**src/rtl/seq_serializer_if.sv**
```systemverilog
// Parallel-word handshake between a word producer and seq_serializer.
interface seq_serializer_if #(
    parameter int unsigned WIDTH = 8
);
    logic [WIDTH-1:0] in_data;
    logic             in_valid;
    logic             in_ready;

    modport master (output in_data, output in_valid, input in_ready);
    modport slave  (input in_data, input in_valid, output in_ready);
endinterface

```
**src/rtl/seq_serializer.sv**
```systemverilog
// Parallel-to-serial feeder for the 1011 detector: shift register plus a
// one-word holding register so back-to-back words leave no idle bit.
module seq_serializer #(
    parameter int unsigned WIDTH     = 8,
    parameter bit          MSB_FIRST = 1'b1,
    parameter bit          IDLE_BIT  = 1'b0
) (
    input  logic            clk,
    input  logic            reset,
    seq_serializer_if.slave in_bus,
    input  logic            abort,
    output logic            seq_out,
    output logic            seq_active,
    output logic            last_bit
);

    localparam int unsigned   CW       = (WIDTH > 2) ? $clog2(WIDTH) : 1;
    localparam logic [CW-1:0] CNT_LAST = CW'(WIDTH - 1);

    localparam logic [0:0] S_IDLE  = 1'b0;
    localparam logic [0:0] S_SHIFT = 1'b1;

    logic [0:0]       state, state_nxt;
    logic [WIDTH-1:0] sh, sh_nxt, sh_shift;
    logic [CW-1:0]    cnt, cnt_nxt;
    logic [WIDTH-1:0] hold, hold_nxt;
    logic             hold_full, hold_full_nxt;
    logic             seq_out_nxt, seq_active_nxt, last_bit_nxt;
    logic             accept;

    assign in_bus.in_ready = !hold_full && !abort && reset;
    assign accept          = in_bus.in_valid && in_bus.in_ready;
    assign sh_shift        = MSB_FIRST ? {sh[WIDTH-2:0], 1'b0} : {1'b0, sh[WIDTH-1:1]};

    // Next-state logic; outputs are derived from the next state so they register cleanly
    always_comb begin
        state_nxt     = state;
        sh_nxt        = sh;
        cnt_nxt       = cnt;
        hold_nxt      = hold;
        hold_full_nxt = hold_full;

        if (abort) begin
            state_nxt     = S_IDLE;
            cnt_nxt       = '0;
            hold_full_nxt = 1'b0;
        end else begin
            case (state)
                S_IDLE: begin
                    if (accept) begin
                        sh_nxt    = in_bus.in_data;
                        cnt_nxt   = '0;
                        state_nxt = S_SHIFT;
                    end
                end
                S_SHIFT: begin
                    if (cnt != CNT_LAST) begin
                        sh_nxt  = sh_shift;
                        cnt_nxt = cnt + CW'(1);
                        if (accept) begin
                            hold_nxt      = in_bus.in_data;
                            hold_full_nxt = 1'b1;
                        end
                    end else if (hold_full) begin
                        sh_nxt        = hold;
                        hold_full_nxt = 1'b0;
                        cnt_nxt       = '0;
                    end else if (accept) begin
                        sh_nxt  = in_bus.in_data;
                        cnt_nxt = '0;
                    end else begin
                        state_nxt = S_IDLE;
                    end
                end
                default: state_nxt = S_IDLE;
            endcase
        end

        seq_active_nxt = (state_nxt == S_SHIFT);
        seq_out_nxt    = seq_active_nxt ? (MSB_FIRST ? sh_nxt[WIDTH-1] : sh_nxt[0]) : IDLE_BIT;
        last_bit_nxt   = seq_active_nxt && (cnt_nxt == CNT_LAST);
    end

    always_ff @(posedge clk or negedge reset) begin
        if (!reset) begin
            state      <= S_IDLE;
            sh         <= '0;
            cnt        <= '0;
            hold       <= '0;
            hold_full  <= 1'b0;
            seq_out    <= IDLE_BIT;
            seq_active <= 1'b0;
            last_bit   <= 1'b0;
        end else begin
            state      <= state_nxt;
            sh         <= sh_nxt;
            cnt        <= cnt_nxt;
            hold       <= hold_nxt;
            hold_full  <= hold_full_nxt;
            seq_out    <= seq_out_nxt;
            seq_active <= seq_active_nxt;
            last_bit   <= last_bit_nxt;
        end
    end

endmodule
```
**src/flat_wrapper.sv**
```systemverilog
// flat-port wrapper written by rule: the top's interface ports become plain ports
module seq_serializer_flat 
#(
    parameter int unsigned WIDTH     = 8,
    parameter bit          MSB_FIRST = 1'b1,
    parameter bit          IDLE_BIT  = 1'b0
)
  (clk, reset, abort, seq_out, seq_active, last_bit, in_bus_in_data, in_bus_in_valid, in_bus_in_ready);
  seq_serializer_if #(.WIDTH(WIDTH)) in_bus_i ();
  input  logic clk;
  input  logic reset;
  input  logic abort;
  output logic seq_out;
  output logic seq_active;
  output logic last_bit;
  input wire logic [$bits(in_bus_i.in_data)-1:0] in_bus_in_data;
  input wire logic [$bits(in_bus_i.in_valid)-1:0] in_bus_in_valid;
  output wire logic [$bits(in_bus_i.in_ready)-1:0] in_bus_in_ready;
  assign in_bus_i.in_data = in_bus_in_data;
  assign in_bus_i.in_valid = in_bus_in_valid;
  assign in_bus_in_ready = in_bus_i.in_ready;
  seq_serializer #(.WIDTH(WIDTH), .MSB_FIRST(MSB_FIRST), .IDLE_BIT(IDLE_BIT)) u_core (.clk(clk), .reset(reset), .in_bus(in_bus_i), .abort(abort), .seq_out(seq_out), .seq_active(seq_active), .last_bit(last_bit));
endmodule
```
**config.mk**
```make
export PLATFORM = sky130hd
export DESIGN_NAME = seq_serializer_flat
export DESIGN_NICKNAME = d
export VERILOG_FILES = /design/src/rtl/seq_serializer_if.sv /design/src/rtl/seq_serializer.sv /design/src/flat_wrapper.sv
export SDC_FILE = /design/constraint.sdc
export NUM_CORES = 1
export LEC_CHECK = 0
export CORE_AREA = 2 2 64 66
export DETAILED_ROUTE_END_ITERATION = 10
export DIE_AREA = 0 0 66 68
export GPL_TIMING_DRIVEN = 1
export PLACE_DENSITY = 0.56
export SLEW_MARGIN = 30
export SYNTH_ARGS = -nofsm -noshare
export SYNTH_HDL_FRONTEND = slang
export SYNTH_SLANG_ARGS = --single-unit
export TNS_END_PERCENT = 10
```
**constraint.sdc**
```tcl
create_clock -name clk -period 4.4 [get_ports clk]
set_input_delay 0.88 -clock clk [delete_from_list [all_inputs] [get_ports clk]]
set_output_delay 0.88 -clock clk [all_outputs]
set_load 0.05 [all_outputs]
```
==> impl_metrics.tcl, run 1 <==
set metrics [dict create \
    cts_buffers 3 \
    route.met3.wl_um 111 \
    async_reset_ff_share_pct 100.0 \
    core_area_um2 3856 \
    fp.dieH_um 68 \
    whs_ns 0.5127 \
    synth_most_common_cell "dfrtp_1" \
    worst_slew_pin_slew_ns 0.5496 \
    synth-edff-count 0 \
    ios 16 \
    routabilityCongestion 0.7356 \
    wl_mm 2.302 \
    clk_pin_slew_ns 0.07 \
    crit_fanout 12 \
    clk_latency_ns 0.26 \
    h-tree-depth 1 \
    routedWlPerCell_um 14.85 \
    cap_violations 0 \
    status "finished clean" \
    clock-root-buffer "clkbuf_8" \
    vias 775 \
    grt_max_degree 16 \
    die_w_um 66 \
    reg2reg_depth 4 \
    viasPerCell 5.000 \
    worstReg2RegStart "u_core.cnt[0]" \
    syn2layout_area_growth_pct 21.54 \
    dieArea_um2 4488 \
    ys.flop_type "dfrtp_1" \
    wl_met2_mm 1.056 \
    cts_setup_buffers 0 \
    synth_largest_area_cell "dfrtp_1" \
    synth_cell_types 30 \
    reg2reg_to "u_core.hold[3]" \
    drtIter0Drc 33 \
    setup-violations-final 0 \
    cp-start-kind "input port" \
    switching_share_pct 25.12 \
    hold_class "flip-flop to flip-flop" \
    final_util_pct 34.23 \
    fin_nets 120 \
    dp_hpwl_mm 1.613 \
    p_int_w 0.0003826 \
    drc 0 \
    pwr-share-seq_pct 51.5 \
    rows 23 \
    crit_required_ns 3.52 \
    p_comb_share_pct 20.0 \
    fin_crit_ns 3.044 \
    fin_skew_ns 0.008822 \
    synth_warnings 0 \
    ys_seq_elements 22 \
    portBuffers 15 \
    netlist.area_leader.share_pct 50.69 \
    setup-tns-final_ns 0 \
    total_power_w 0.0005109 \
    synthesis.area_per_instance_um2 12.07 \
    p_leak_nw 0.5978 \
    clock_power_share_pct 28.5 \
    end_kind "output pin" \
    cts_hold_buf 0 \
    synth_cells 90 \
    synth_area_um2 1086 \
    critPathSlowestCell "clkdlybuf4s50_1" \
    irDropWorstVdd_uv 197.4 \
    cts.sinks 22 \
    ys_top_cells_by_count "dfrtp_1 (22), nor2_1 (11), mux2_4 (8)" \
    max_freq_mhz 328.5 \
    met1Wirelength_mm 1.120 \
    ant_nets 0 \
    cts_max_path_buffers 2 \
    fin_crit_sh_pct 69.19 \
    antenna_found_initial 0 \
    endpoint "in_bus_in_ready" \
    rrSetupSlack_ns 2.34 \
    grt_overflow 0 \
    first_global_vias 781 \
    synth_seq_area_share_pct 50.69 \
    crit_chain "clkdlybuf4s50_1 > nor3b_1 > buf_4" \
    final-hold-violation-count 0 \
    rsz0062_at_grt "no" \
    pre_cts_slack_ns 1.308 \
    gr-usage-all-layers_pct 11.09 \
    synth_area_leaders "dfrtp_1 (51%), mux2_4 (11%), a221o_1 (6.5%), a22oi_1 (4.8%), nor2_1 (3.8%)" \
    drv_slew 0 \
    worst_path_largest_cell_delay_ns 0.81 \
    syn_nets 104 \
    first_pass_iters 4 \
    setup_slack_ns 1.356 \
    cts_tree "yes" \
    power_density_nw_per_um2 387.0 \
    drive_above_1_share_pct 18.10 \
    grt_pass1_wl_mm 3.781 \
    power_switching_w 0.0001283 \
    ctsResizeCount 0 \
    initial_utilization_pct 28.16 \
    maxSlewHeadroom_pct 63.16 \
    maxUsedRoutingLayer "met4" \
    critPathKind "input port to output pin" \
    antennaDiodeCount 0 \
    critPathLaunch "reset" \
    crit_arrival_ns 2.16 \
]
metal layers:
layer,up-vias,global-route usage [%]
met5,-,0
met4,0,1.531
met3,2,3.783
met2,18,18.06
met1,394,14.72
li1,361,-
critical path, delay by kind of cell:
family / cells / cell delay (ns)
buffers and inverters: 2 / 1.04
and+or+nand+nor: 1 / 0.24
worst min path at each step:
stage                      end  slack [ns]           start  cells after the start
2_1_floorplan  u_core.last_bit        0.46   u_core.cnt[0]                      1
3_3_place_gp    u_core.hold[7]        0.49  u_core.hold[7]                      1
3_5_place_dp    u_core.hold[3]        0.49  u_core.hold[3]                      1
4_1_cts         u_core.hold[3]        0.52  u_core.hold[3]                      1
5_1_grt         u_core.hold[0]        0.54  u_core.hold[0]                      1
6_report        u_core.hold[3]        0.51  u_core.hold[3]                      1
kinds of logic (layout without fill, tap and decap cells):
family / count (synthesis) / in the layout / synth area share [%]
multiplexers: 8 / 8 / 11.06
adder cells (fa/ha/maj): 2 / 2 / 2.304
AO/OA/AOI/OAI: 21 / 21 / 15.44
buffers and inverters: 9 / 24 / 4.953
AND/OR/NAND/NOR: 28 / 28 / 15.55
flip-flops: 22 / 22 / 50.69
flip-flops by register name, summed over array words and instances (netlist names):
| signal | count |
|---|---|
| u_core.hold | 8 |
| u_core.sh | 7 |
| u_core.seq_active | 1 |
| u_core.last_bit | 1 |
| u_core.hold_full | 1 |
| u_core.seq_out | 1 |
| u_core.cnt | 3 |
cell usage in the layout (no fill, tap or decap), types with 2 or more instances in the layout:
master	count
dfrtp_1	22
clkdlybuf4s50_1	14
nor2_1	11
mux2_4	8
a22oi_1	7
a221o_1	7
nand2_1	4
clkbuf_8	4
a21oi_1	3
inv_1	3
nand2b_1	2
ha_1	2
buf_4	2
power by group through the flow:
stage	Clock, W	Sequential (W)	Combinational [W]
detailed placement	0	0.000266	0.000104
global placement	0	0.000265	0.000101
finish	0.000146	0.000263	0.000102
CTS	0.000151	0.000263	0.000103
global route	0.000160	0.000268	0.000111
floorplan	0	0.000263	0.0000735
final cells by class:
cell class,instances,area [µm²]
clock buffers,4,55.05
fillers,409,2536
inverters,4,15.01
multi-input cells,59,481.7
flip-flops and latches,22,550.5
well taps,50,62.56
repair buffers,16,155.1
metrics by stage:
stage	cells	area [µm²]
after floorplan	90	1086
after global placement	151	1265
after detailed placement	151	1265
after CTS	155	1320
after global routing	155	1320
final	155	1320
Power figures use the tool's default switching activity.
==> run 2, diff against run 1 <==
PLACE_DENSITY = 0.57   (was 0.56)
clock period = 2.6 ns   (was 4.4 ns; I/O delays follow)
==> impl_metrics.tcl, run 2 (synthesis gave the netlist of run 1 again) <==
set metrics [dict create \
    hold_depth 1 \
    initial_utilization_pct 28.16 \
    gr-usage-all-layers_pct 11.30 \
    routedWlPerCell_um 13.77 \
    setup-violations-final 0 \
    maxSlewHeadroom_pct 65.41 \
    antennaDiodeCount 0 \
    setup_slack_ns 0.4528 \
    cts_setup_buffers 0 \
    grt_pass1_wl_mm 3.767 \
    fill_cells 394 \
    rsz0062_at_grt "no" \
    drtIter0Drc 40 \
    fin_nets 123 \
    end_kind "output pin" \
    critPathKind "input port to output pin" \
    grt_overflow 0 \
    viasPerCell 4.943 \
    cts_hold_buf 0 \
    clock-root-buffer "clkbuf_8" \
    route.met3.wl_um 121 \
    ant_nets 0 \
    cts.sinks 22 \
    h-tree-depth 1 \
    hold_class "flip-flop to flip-flop" \
    top_register "u_core.hold" \
    rrSetupSlack_ns 0.55 \
    mostFrequentLayoutCell "dfrtp_1" \
    crit_chain "clkdlybuf4s50_1 > nor3b_1 > buf_4 > buf_12" \
    max_freq_mhz 465.7 \
    antenna_found_initial 0 \
    die_w_um 66 \
    drc 0 \
    cts_tree "yes" \
    cts_max_path_buffers 2 \
    fin_crit_sh_pct 82.59 \
    dieArea_um2 4488 \
    design_area_um2 1355 \
    worstReg2RegStart "u_core.cnt[0]" \
    clock_power_share_pct 28.1 \
    reg2reg_to "u_core.hold[3]" \
    met1Wirelength_mm 1.060 \
    drv_slew 0 \
    ios 16 \
    pwr-share-seq_pct 50.9 \
    fin_crit_ns 2.147 \
    core_area_um2 3856 \
    maxUsedRoutingLayer "met4" \
    reg2reg_depth 4 \
    clk_latency_ns 0.26 \
    crit_arrival_ns 1.63 \
    vias 781 \
    final_cell_mix "dfrtp_1 (22), clkdlybuf4s50_1 (14), nor2_1 (11)" \
    reg_top3 "u_core.hold (8), u_core.sh (7), u_core.cnt (3)" \
    cap_violations 0 \
    fp.dieH_um 68 \
    syn2layout_area_growth_pct 24.77 \
    path_buf_inv 3 \
    whs_endpoint "u_core.last_bit" \
    irDropWorstVdd_uv 288.0 \
    worstHoldStart "u_core.cnt[0]" \
    first_global_vias 780 \
    largest_register_ff_count 8 \
    wl_met2_um 961 \
    p_leak_nw 0.6166 \
    crit_fanout 4 \
    power_switching_w 0.0002165 \
    cp-start-kind "input port" \
    power_density_nw_per_um2 641.9 \
    grt_max_degree 24 \
    cts_buffers 3 \
    switching_share_pct 24.89 \
    worst_slew_pin_slew_ns 0.5160 \
    setup-tns-final_ns 0 \
    routabilityCongestion 0.7689 \
    clk_pin_slew_ns 0.08 \
    rows 23 \
    worst_path_largest_cell_delay_ns 0.60 \
    ctsResizeCount 0 \
    portBuffers 15 \
    dp_hpwl_mm 1.601 \
    critical_path.top_delay_family "buffers and inverters" \
    drive_above_1_share_pct 20.37 \
    final-hold-violation-count 0 \
    critPathSlowestCell "clkdlybuf4s50_1" \
    first_pass_iters 4 \
    crit_required_ns 2.08 \
    wl_mm 2.175 \
    place_area_um2 1300 \
    pre_cts_slack_ns 0.2750 \
    status "finished clean" \
    p_comb_share_pct 21.0 \
    p_int_w 0.0006533 \
    fin_skew_ns 0.003201 \
]
## run 2: changes by cell type in the layout (fill, tap and decap cells not counted)
cell / before / now
buf_4: 2 / 4
buf_12: 0 / 1
## run 2: power groups by stage
stage	Combinational [W]	Clock (W)	Sequential [W]
finish	0.000182	0.000244	0.000443
global route	0.000200	0.000275	0.000452
CTS	0.000185	0.000254	0.000443
detailed placement	0.000184	0	0.000448
global placement	0.000181	0	0.000448
floorplan	0.000124	0	0.000444
## run 2: cell type report
cell class,count,area [µm²],area share [%]
Sequential cell,22,550.5,40.63
Multi-Input combinational cell,59,481.7,35.55
Timing Repair Buffer,19,190.2,14.04
Tap cell,50,62.56,4.617
Clock buffer,4,55.05,4.063
Inverter,4,15.01,1.108
## run 2: layer usage
layer / GRT usage [%] / vias to the layer above
met1: 15.24 / 380
li1: - / 370
met5: 0 / -
met3: 3.618 / 4
met4: 3.827 / 0
met2: 17.17 / 27
## run 2: worst max path at each step
stage                 endpoint  depth (start not counted)  slack [ns]  startpoint
3_3_place_gp    u_core.hold[5]                          4        0.29       reset
2_1_floorplan  in_bus_in_ready                          2        0.29       abort
6_report       in_bus_in_ready                          4        0.45       reset
5_1_grt        in_bus_in_ready                          4        0.39       reset
3_5_place_dp    u_core.hold[3]                          4        0.27       reset
4_1_cts        in_bus_in_ready                          4        0.43       reset
## run 2: stage by stage
step	total power, W	utilization, %	cells	hold WS, ns
final	0.0008697	35.14	158	0.5051
after global routing	0.0009268	35.14	158	0.5428
after CTS	0.0008817	35.14	158	0.5067
after detailed placement	0.0006324	33.71	154	0.4950
after global placement	0.0006294	33.71	154	0.4920
after floorplan	0.0005689	-	90	0.2244
==> run 3, diff against run 2 <==
clock period = 1.95 ns   (was 2.6 ns; I/O delays follow)
==> impl_metrics.tcl, run 3 (synthesis gave the netlist of run 1 again) <==
set metrics [dict create \
    hold_class "input port to asynchronous set/reset pin" \
    dp_hpwl_mm 1.708 \
    ios 16 \
    crit_required_ns 2.10 \
    reg_top3 "u_core.hold (8), u_core.sh (7), u_core.cnt (3)" \
    critPathKind "flip-flop to flip-flop" \
    worstReg2RegStart "u_core.cnt[0]" \
    p_leak_nw 0.6675 \
    cts.sinks 22 \
    clk_latency_ns 0.27 \
    total_power_w 0.001271 \
    switching_share_pct 23.60 \
    crit_fanout 6 \
    routabilityCongestion 0.7972 \
    h-tree-depth 1 \
    wl_met2_mm 1.102 \
    clock_power_share_pct 33.9 \
    pwr-share-seq_pct 46.7 \
    status "finished clean" \
    power_density_nw_per_um2 879.8 \
    crit_arrival_ns 2.02 \
    cts_setup_buffers 0 \
    ant_nets 0 \
    rows 23 \
    setup-violations-final 0 \
    grt_overflow 0 \
    final_cells 165 \
    worst_slew_pin_slew_ns 0.5303 \
    first_pass_iters 2 \
    max_freq_mhz 535.7 \
    p_int_w 0.0009714 \
    grt_pass1_wl_mm 4.057 \
    met1Wirelength_mm 1.144 \
    rsz0062_at_grt "no" \
    antenna_found_initial 0 \
    final-hold-violation-count 0 \
    drv_slew 0 \
    maxSlewHeadroom_pct 64.45 \
    cts_hold_buf 0 \
    fill_cells 401 \
    crit_chain "ha_1 > ha_2 > or3_1 > buf_4 > mux2_4" \
    critPathSlowestCell "dfrtp_1" \
    dieArea_um2 4488 \
    cts_buffers 3 \
    mostFrequentLayoutCell "dfrtp_1" \
    vias 817 \
    fin_skew_ns 0.01033 \
    numPlacedInstances 161 \
    wl_mm 2.368 \
    largest_register_ff_count 8 \
    die_w_um 66 \
    drc 0 \
    top_register "u_core.hold" \
    route.met3.wl_um 99 \
    worst_path_largest_cell_delay_ns 0.42 \
    portBuffers 15 \
    end_kind "flip-flop" \
    fp.dieH_um 68 \
    power_switching_w 0.0003000 \
    cp-start-kind "flip-flop" \
    core_area_um2 3856 \
    clk_pin_slew_ns 0.09 \
    maxUsedRoutingLayer "met4" \
    gr-usage-all-layers_pct 12.20 \
    antennaDiodeCount 0 \
    fin_nets 130 \
    drtIter0Drc 26 \
    clock-root-buffer "clkbuf_8" \
    drive_above_1_share_pct 29.57 \
    cts_tree "yes" \
    first_global_vias 833 \
    syn2layout_area_growth_pct 33.06 \
    critPathLaunch "u_core.cnt[0]" \
    fin_crit_ns 1.867 \
    cts_max_path_buffers 2 \
    p_comb_share_pct 19.4 \
    grt_max_degree 15 \
    viasPerCell 4.952 \
    initial_utilization_pct 28.16 \
    final_cell_mix "dfrtp_1 (22), clkdlybuf4s50_1 (12), nor2_1 (11), buf_4 (11), mux2_4 (8)" \
    cap_violations 0 \
    routedWlPerCell_um 14.35 \
    fin_crit_sh_pct 95.73 \
    irDropWorstVdd_uv 481.1 \
]
## run 3: final timing paths
check / cells after the start / slack (ns) / endpoint
worst max-delay path: 5 / 0.08 / u_core.hold[6]
worst min-delay path: 2 / 0.12 / u_core.cnt[1]
worst min register to register: 1 / 0.51 / u_core.last_bit
min in group clk: 1 / 0.51 / u_core.last_bit
max in group asynchronous: 3 / 1.45 / u_core.hold[4]
worst max register to register: 5 / 0.08 / u_core.hold[6]
## run 3: routing by layer
metal / vias to the layer above / track usage, %
met5: - / 0
met4: 0 / 4.592
met3: 2 / 3.454
met2: 18 / 18.56
met1: 418 / 16.55
li1: 379 / -
## run 3: stage by stage
step	setup WS [ns]	setup TNS (ns)	hold WS, ns	util, %	cell area [µm²]
finish	0.08332	0	0.1179	37.48	1445
floorplan	0.1579	0	0.09441	-	1091
global route	0.02113	0	0.1267	37.48	1445
CTS	0.007099	0	0.4961	37.25	1436
global placement	-0.03618	-0.2233	0.4917	35.14	1355
detailed placement	-0.04640	-0.3174	0.4950	35.14	1355
## run 3: critical path, delay by kind of cell (launching register included)
family | cells | cell delay, ns
muxes | 1 | 0.30
DFF | 1 | 0.42
buffers and inverters | 1 | 0.18
and+or+nand+nor | 1 | 0.40
adders and majority gates | 2 | 0.44
## run 3: power groups by stage
stage	sequential (W)	clock, W	combinational, W
3_3_place_gp	0.000599	0	0.000242
4_1_cts	0.000593	0.000438	0.000250
6_report	0.000593	0.000431	0.000247
5_1_grt	0.000605	0.000455	0.000271
3_5_place_dp	0.000600	0	0.000247
2_1_floorplan	0.000593	0	0.000167
## run 3: cell type report
cell class | instances | area (µm²) | area share (%)
timing repair buffer | 26 | 246.5 | 17.06
multi-input combinational | 59 | 499.2 | 34.55
tap | 50 | 62.56 | 4.329
clock buffer | 3 | 41.29 | 2.857
clock inverter | 1 | 30.03 | 2.078
sequential | 22 | 550.5 | 38.10
inverter | 4 | 15.01 | 1.039
## run 3: what timing repair did
item	CTS	global route
endpoints found under the hold margin	0	0
gates resized for setup	2	4
pin swaps	0	0
setup endpoints to repair	1	14
